`src/rtl/host_bus_if.sv`:
```
// Host-bus front end: synchronises the asynchronous host strobes, issues one
// valid/ready register request per host access and stretches the host cycle via wait_sig.
module host_bus_if #(
    parameter int unsigned SYNC_STAGES  = 2,
    parameter int unsigned WAIT_TIMEOUT = 255
) (
    input  logic       clk,
    input  logic       nrst,
    input  logic       ncs,
    input  logic       nrd,
    input  logic       nwr,
    input  logic [3:0] ext_address,
    input  logic [7:0] ext_data_in,
    output logic [7:0] ext_data_out,
    output logic       wait_sig,
    output logic       req_valid,
    output logic       req_write,
    output logic [3:0] req_addr,
    output logic [7:0] req_wdata,
    input  logic       req_ready,
    input  logic       rsp_valid,
    input  logic [7:0] rsp_rdata,
    output logic       timeout_err
);

    typedef enum logic [1:0] {StIdle, StReq, StWaitRsp, StHold} state_e;

    localparam logic [7:0] TimeoutVal = 8'(WAIT_TIMEOUT);

    logic [SYNC_STAGES-1:0] cs_sync_q, rd_sync_q, wr_sync_q;
    logic                   cs_s, rd_s, wr_s;
    logic                   acc_rd, acc_wr;

    state_e     state_q;
    logic [7:0] cnt_q, cnt_d;
    logic       timeout_hit;
    logic       wait_q, valid_q, write_q, terr_q;
    logic [3:0] addr_q;
    logic [7:0] wdata_q, dout_q;

    // Synchroniser chains idle at 1 so a reset never looks like an active strobe.
    always_ff @(posedge clk or negedge nrst) begin
        if (!nrst) begin
            cs_sync_q <= '1;
            rd_sync_q <= '1;
            wr_sync_q <= '1;
        end else begin
            cs_sync_q <= {cs_sync_q[SYNC_STAGES-2:0], ncs};
            rd_sync_q <= {rd_sync_q[SYNC_STAGES-2:0], nrd};
            wr_sync_q <= {wr_sync_q[SYNC_STAGES-2:0], nwr};
        end
    end

    assign cs_s   = ~cs_sync_q[SYNC_STAGES-1];
    assign rd_s   = ~rd_sync_q[SYNC_STAGES-1];
    assign wr_s   = ~wr_sync_q[SYNC_STAGES-1];
    assign acc_rd = cs_s & rd_s & ~wr_s;
    assign acc_wr = cs_s & wr_s & ~rd_s;

    // Saturating count of cycles spent in REQ and WAIT_RSP, including the current one.
    always_comb begin
        cnt_d       = (cnt_q == 8'hFF) ? cnt_q : cnt_q + 8'd1;
        timeout_hit = (cnt_d == TimeoutVal);
    end

    always_ff @(posedge clk or negedge nrst) begin
        if (!nrst) begin
            state_q <= StIdle;
            cnt_q   <= 8'd0;
            wait_q  <= 1'b0;
            valid_q <= 1'b0;
            write_q <= 1'b0;
            addr_q  <= 4'd0;
            wdata_q <= 8'd0;
            dout_q  <= 8'h00;
            terr_q  <= 1'b0;
        end else begin
            terr_q <= 1'b0;
            case (state_q)
                StIdle: begin
                    if (acc_rd || acc_wr) begin
                        addr_q <= ext_address;
                        if (acc_wr) begin
                            wdata_q <= ext_data_in;
                        end
                        write_q <= acc_wr;
                        cnt_q   <= 8'd0;
                        wait_q  <= 1'b1;
                        valid_q <= 1'b1;
                        state_q <= StReq;
                    end
                end
                StReq: begin
                    cnt_q <= cnt_d;
                    if (req_ready && write_q) begin
                        valid_q <= 1'b0;
                        wait_q  <= 1'b0;
                        state_q <= StHold;
                    end else if (timeout_hit) begin
                        // A read accepted on the timeout cycle is still incomplete: abort.
                        valid_q <= 1'b0;
                        wait_q  <= 1'b0;
                        terr_q  <= 1'b1;
                        if (!write_q) begin
                            dout_q <= 8'hFF;
                        end
                        state_q <= StHold;
                    end else if (req_ready) begin
                        valid_q <= 1'b0;
                        state_q <= StWaitRsp;
                    end
                end
                StWaitRsp: begin
                    cnt_q <= cnt_d;
                    if (rsp_valid) begin
                        dout_q  <= rsp_rdata;
                        wait_q  <= 1'b0;
                        state_q <= StHold;
                    end else if (timeout_hit) begin
                        wait_q  <= 1'b0;
                        terr_q  <= 1'b1;
                        dout_q  <= 8'hFF;
                        state_q <= StHold;
                    end
                end
                StHold: begin
                    if (!(acc_rd || acc_wr)) begin
                        state_q <= StIdle;
                    end
                end
                default: state_q <= StIdle;
            endcase
        end
    end

    assign ext_data_out = dout_q;
    assign wait_sig     = wait_q;
    assign req_valid    = valid_q;
    assign req_write    = write_q;
    assign req_addr     = addr_q;
    assign req_wdata    = wdata_q;
    assign timeout_err  = terr_q;

endmodule

```
`config.mk`:
```
export PLATFORM = sky130hd
export DESIGN_NAME = host_bus_if
export DESIGN_NICKNAME = d
export VERILOG_FILES = /design/src/rtl/host_bus_if.sv
export SDC_FILE = /design/constraint.sdc
export NUM_CORES = 1
export LEC_CHECK = 0
export ABC_AREA = 0
export BUFFER_PORTS_ARGS = -buffer_cell sky130_fd_sc_hd__buf_2
export CAP_MARGIN = 20
export CELL_PAD_IN_SITES_DETAIL_PLACEMENT = 1
export CELL_PAD_IN_SITES_GLOBAL_PLACEMENT = 1
export CORE_MARGIN = 2
export CORE_UTILIZATION = 40
export DETAILED_ROUTE_END_ITERATION = 10
export PLACE_DENSITY = 0.84
export SYNTH_ARGS = -nofsm -noshare
export SYNTH_HDL_FRONTEND = slang
export SYNTH_SLANG_ARGS = --single-unit
```
`constraint.sdc`:
```
create_clock -name clk -period 3 [get_ports clk]
set_input_delay 0.3 -clock clk [delete_from_list [all_inputs] [get_ports clk]]
set_output_delay 0.3 -clock clk [all_outputs]
set_load 0.05 [all_outputs]
```
==> results of run 1 <==
[metal layers]
| metal | track usage | wire length [µm] | vias up |
|---|---|---|---|
| li1 | - | - | 683 |
| met1 | 0.252 | 1960 | 739 |
| met2 | 0.354 | 2640 | 40 |
| met3 | 0.0472 | 212 | 7 |
| met4 | 0.0597 | 42 | 0 |
| met5 | 0 | 0 | - |
[cell families after synthesis]
kind of cell | count (synthesis) | share of synthesized area
buffers and inverters | 6 | 0.0160
DFF | 40 | 0.538
AOI/OAI and AO/OA | 49 | 0.192
xor gates and xnor gates | 1 | 0.00468
muxes | 14 | 0.0828
adders and majority gates | 7 | 0.0468
and+or+nand+nor | 39 | 0.120
[final timing paths]
| path | depth (start not counted) | slack (ns) | to | from |
|---|---|---|---|---|
| hold / removal | 1 | 0.1 | wr_sync_q[0] | nwr |
| max in group asynchronous | 1 | 2.34 | req_valid | nrst |
| hold reg to reg | 0 | 0.36 | cs_sync_q[1] | cs_sync_q[0] |
| setup / recovery | 7 | 0.55 | ext_data_out[7] | cnt_q[0] |
| min in group asynchronous | 1 | 0.12 | state_q[0] | nrst |
| setup reg to reg | 7 | 0.55 | ext_data_out[7] | cnt_q[0] |
[power by group]
part,leakage [nW],switching (mW),internal [mW],total (mW)
combinational,0.513,1.06,0.461,1.52
sequential,0.475,0.168,0.746,0.914
clock,0.0541,0.201,0.246,0.447
[synth_stat cells (2+ instances only)]
library cell,instances
nand2b_1,2
and4b_1,2
o31ai_1,2
ha_1,7
a31oi_1,6
mux2i_1,2
a21o_1,2
and2_1,2
clkbuf_1,2
nand2_1,11
a22o_1,3
nor2b_1,5
nand4b_1,2
nor2_1,7
o21ai_0,8
a21oi_1,9
dfrtp_1,34
mux2_2,12
dfstp_2,6
o22a_1,8
inv_1,3
[critical path: stages (launching register included)]
cell,delay [ns]
dfrtp_1,0.44
ha_1,0.31
and2_4,0.21
a221o_1,0.38
a211oi_4,0.39
nand2b_1,0.10
a21o_1,0.28
o22a_1,0.24
[flip-flops by register name (all words and copies together) (netlist names), 2 cells and up]
signal and cells:
cnt_q 8, ext_data_out 8, req_wdata 8, req_addr 4
cs_sync_q 2, rd_sync_q 2, state_q 2, wr_sync_q 2
[cell type report]
| class | instances | area, µm² | share of cell area |
|---|---|---|---|
| well taps | 52 | 65.1 | 0.0284 |
| inverters | 3 | 11.3 | 0.00491 |
| flip-flops and latches | 40 | 1010 | 0.439 |
| clock buffers | 5 | 68.8 | 0.0300 |
| multi-input cells | 110 | 841 | 0.366 |
| repair buffers | 51 | 258 | 0.112 |
| clock inverters | 3 | 42.5 | 0.0185 |
[per-stage QoR]
stage | instance area, µm² | setup WS, ns | hold WS (ns) | util | power [mW]
floorplan | 1870 | 0.833 | 0.00441 | - | 2.04
global placement | 2180 | 0.664 | 0.346 | 0.491 | 2.36
detailed placement | 2180 | 0.608 | 0.347 | 0.491 | 2.42
CTS | 2290 | 0.537 | 0.0883 | 0.516 | 2.90
global route | 2290 | 0.403 | 0.0848 | 0.516 | 3.04
finish | 2290 | 0.546 | 0.0955 | 0.516 | 2.88
==> metrics.csv, run 1 <==
metric,value,unit
worst-margin pin slew,0.876,ns
Post-Syn Nets,190,
peak supply drop,0.000598,V
final-stage net count,245,
ANT cells,0,
CTS tree,done,
asr flop ratio synth,1.00,
fmax,408,MHz
Clock Path Buffers,2,
RSZ-0062 raised after global routing,false,
synth warn,0,
H-tree depth,2,
Clock Skews,0.00549,ns
Yosys cell types,42,
CP Launch Type,flop,
DPL Wire Length,3370,µm
grt total ovfl,0,
average cell area after synthesis,12.0,µm²
DRT iter0 DRCs,67,
DRC,0,
Hold Buf Count CTS,0,
Placed Cells,256,
vias per cell,5.56,
total die area,5250,µm²
Avg WL per Cell,18.4,µm
synthesis-to-layout area growth,22.5,%
post-cts resize count,0,
"commonest non-fill, non-tap cell in the layout",buf_2,
largest net degree at the start of global routing,41,
fin crit share,0.818,
Post-CTS Setup Bufs,0,
initial antenna violation count,0,
Buffers on Ports,50,
Final Max Slew Viols,0,
Die Ht,72.4,µm
setup TNS,0,ns
GP Congestion,0.801,
Clock Pin Slew Worst Setup and Hold Paths,0.08,ns
sequential fraction of the synthesis area,0.538,
"Hold Vio Cnt, Final",0,
Required @ worst endpoint,3.18,ns
number of synthesized flops with an enable pin,0,
vias in the first global route,1656,
Max-Cap Viols,0,
Die W,72.4,µm
later-pin clock latency in the skew report,0.29,ns
Layout Cells excl Fill,264,
"commonest cells after routing, fill and taps aside","50 x buf_2, 34 x dfrtp_1, 12 x mux2_2",
first-pass GRT wire length,8200,µm
Pre-antenna DRT Iters,4,
layout cell share with drive strength beyond 1,0.392,
Initial Util,0.421,
Worst Hold Class,in2reg,
synthesized instance count,156,
cts bufs inserted,5,
IO Count,51,
Fill cells,508,
Post-Route WL,4860,µm
core area,4440,µm²
mapped cell area,1870,µm²
Tmin final,2.45,ns
P_leak,1.04,nW
final setup fails,0,
area share of the largest cell type after synthesis,0.454,
status,completed,
ANT nets after route,0,
routed via count,1469,
crit-path max FO,8,
Synth area leader,dfrtp_1,
Critical Path AT,2.64,ns
Core Rows,24,
kind of critical path,reg2reg,
"top cells by area, synth","dfrtp_1 45%, dfstp_2 8.4%, mux2_2 7.2%",
max_slew headroom,0.416,
Critical Path Sink Type,flop,
Total Routing Usage GR,0.203,
Root Buffer,clkbuf_8,
Pwr Density,1250,nW/µm²
Seq cells post-synth,40,
CTS Sinks,40,
Main synth FF type,dfrtp_1,
Power figures use the tool's default switching activity.
==> inputs of run 2 (changes only) <==
- CORE_UTILIZATION: 40 -> 36
- PLACE_DENSITY: 0.84 -> 0.8
- clock period: 3 -> 2.2 ns (I/O delays scaled with it)
==> run 2 against run 1 <==
Against the previous run: total power up 36%; non-clock buffer count up 8; sequential power up 35%; final cell count up 9.8%; critical path type unchanged; critical endpoint is now ext_data_out[3]; largest cell class unchanged; largest power group unchanged.
==> metrics.csv, run 2 (synthesized netlist as in run 1, its figures left out) <==
metric,value,unit,change
status,completed,,
DRT iter0 DRCs,85,,+27%
ANT cells,0,,unchanged
P_leak,1.07,nW,+3.1%
Die Ht,76.1,µm,+5.1%
largest net degree at the start of global routing,41,,unchanged
layout cell share with drive strength beyond 1,0.418,,+0.0267
Clock Pin Slew Worst Setup and Hold Paths,0.08,ns,about the same
Max-Cap Viols,0,,unchanged
Core Rows,26,,+8.3%
initial antenna violation count,0,,unchanged
GP Congestion,0.729,,-8.9%
fmax,472,MHz,+16%
Power Internal,1.99,mW,+37%
Clock Skews,0.00496,ns,-0.000539 ns
family with the most delay on the worst path,compound AO/OA/AOI/OAI gates,,
vias per cell,5.12,,-8.0%
CTS Sinks,40,,unchanged
Comb power frac,0.554,,+0.027
"Hold Vio Cnt, Final",0,,unchanged
"Slowest-stage cell, CP",dfrtp_1,,
cts bufs inserted,5,,unchanged
crit-path max FO,8,,unchanged
Die W,76.1,µm,+5.1%
Sw Pwr,1.92,mW,+35%
vias in the first global route,1546,,-6.6%
placed cell area,2250,µm²,+3.2%
Avg WL per Cell,15.3,µm,-17%
Required @ worst endpoint,2.38,ns,-0.80 ns
sequential cell fraction of total power,0.314,,-0.004
Root Buffer,clkbuf_8,,
DRC,0,,unchanged
core area,5070,µm²,+14%
CP Launch Type,flop,,
CP Cell Sequence,ha_4 > and2_4 > a221o_1 > a211oi_4 > buf_6 > nand2b_1 > a21o_4 > o22a_1,,
DPL Wire Length,3270,µm,-2.8%
"commonest non-fill, non-tap cell in the layout",buf_2,,
fin crit share,0.963,,+0.145
Worst Hold Class,in2reg,,
total die area,5800,µm²,+10%
kind of critical path,reg2reg,,
Pwr Density,1640,nW/µm²,+31%
Total Routing Usage GR,0.162,,-0.0415
Buffers on Ports,50,,unchanged
CP peak stage delay,0.41,ns,-0.03 ns
Critical Path AT,2.30,ns,-0.34 ns
first-pass GRT wire length,7540,µm,-8.1%
Clock Path Buffers,2,,unchanged
max_slew headroom,0.400,,-0.0161
later-pin clock latency in the skew report,0.29,ns,about the same
pre-CTS WS,-0.0597,ns,-0.668 ns
final setup fails,0,,unchanged
"commonest cells after routing, fill and taps aside","50 x buf_2, 34 x dfrtp_1, 12 x mux2_2",,
finished layout cell area,2380,µm²,+3.8%
total power,3.91,mW,+36%
worst-margin pin slew,0.900,ns,+0.0242 ns
Final Max Slew Viols,0,,unchanged
Hold WS,0.0265,ns,-0.0690 ns
peak supply drop,0.000864,V,+44%
grt total ovfl,0,,unchanged
ANT nets after route,0,,unchanged
Pre-antenna DRT Iters,4,,unchanged
synthesis-to-layout area growth,27.1,%,
RSZ-0062 raised after global routing,false,,
Tmin final,2.12,ns,-0.335 ns
Initial Util,0.369,,-0.0524
IO Count,51,,unchanged
PnR worst setup slack,0.0813,ns,-0.465 ns
routed via count,1484,,+1.0%
Critical Path Sink Type,flop,,
share of total power in the clock network,0.132,,-0.023
CTS tree,done,,
H-tree depth,2,,unchanged
final-stage net count,253,,+3.3%
switching share of power,0.491,,-0.00370
Post-Route WL,4450,µm,-8.3%
WP buf/inv,1,,+1
run 2: changes by cell type in the layout (fill, tap and decap cells not counted), sizes merged:
cell	delta
buf	+8
bufinv	-1
clkbuf	+1
clkinv	-1
clkinvlp	+1
run 2: cell type report:
type                       count  area (µm²)
clock buffer                   6        82.6
sequential                    40        1010
multi-input combinational    110         855
timing repair buffer          59         322
inverter                       3        11.3
fill                         585        2690
tap                           70        87.6
clock inverter                 2        15.0
run 2: what timing repair did:
item | CTS | global route
endpoints found under the setup margin | 8 | 8
hold buffers | 0 | 0
gates resized for setup | 2 | 3
buffers inserted | 0 | 1
pin swaps | 0 | 3
run 2: layer usage:
metal,GRT usage,routed length (µm),up-vias
met5,0,0,-
met4,0.0691,85,0
met3,0.0249,153,8
met2,0.265,2160,32
met1,0.214,2060,739
li1,-,-,705
run 2: power by group through the flow:
| stage | sequential (mW) | clock (mW) | combinational (mW) |
|---|---|---|---|
| global placement | 1.21 | 0 | 2.08 |
| global route | 1.27 | 0.562 | 2.33 |
| detailed placement | 1.23 | 0 | 2.13 |
| floorplan | 1.93 | 0 | 0.855 |
| finish | 1.23 | 0.516 | 2.17 |
| CTS | 1.22 | 0.537 | 2.15 |
run 2: worst paths after layout:
kind	start	to	slack [ns]	cells past startpoint
worst max-delay path	cnt_q[0]	ext_data_out[3]	0.08	8
worst min-delay path	ncs	cs_sync_q[0]	0.03	1
worst max register to register	cnt_q[0]	ext_data_out[3]	0.08	8
worst min register to register	wr_sync_q[0]	wr_sync_q[1]	0.36	0
max in group asynchronous	nrst	cnt_q[0]	1.59	1
min in group asynchronous	nrst	ext_data_out[4]	0.06	1
run 2: worst reg2reg max path, cell delays in order, from the launching register on:
cell and delay [ns]:
dfrtp_1 0.41, ha_4 0.19, and2_4 0.16, a221o_1 0.37, a211oi_4 0.21, buf_6 0.15
nand2b_1 0.07, a21o_4 0.24, o22a_1 0.21
run 2: metrics by stage:
step / util / TNS [ns] / instances
after floorplan: - / 0 / 156
after global placement: 0.444 / 0 / 281
after detailed placement: 0.444 / -0.413 / 281
after CTS: 0.464 / 0 / 289
after global routing: 0.469 / 0 / 290
final: 0.469 / 0 / 290
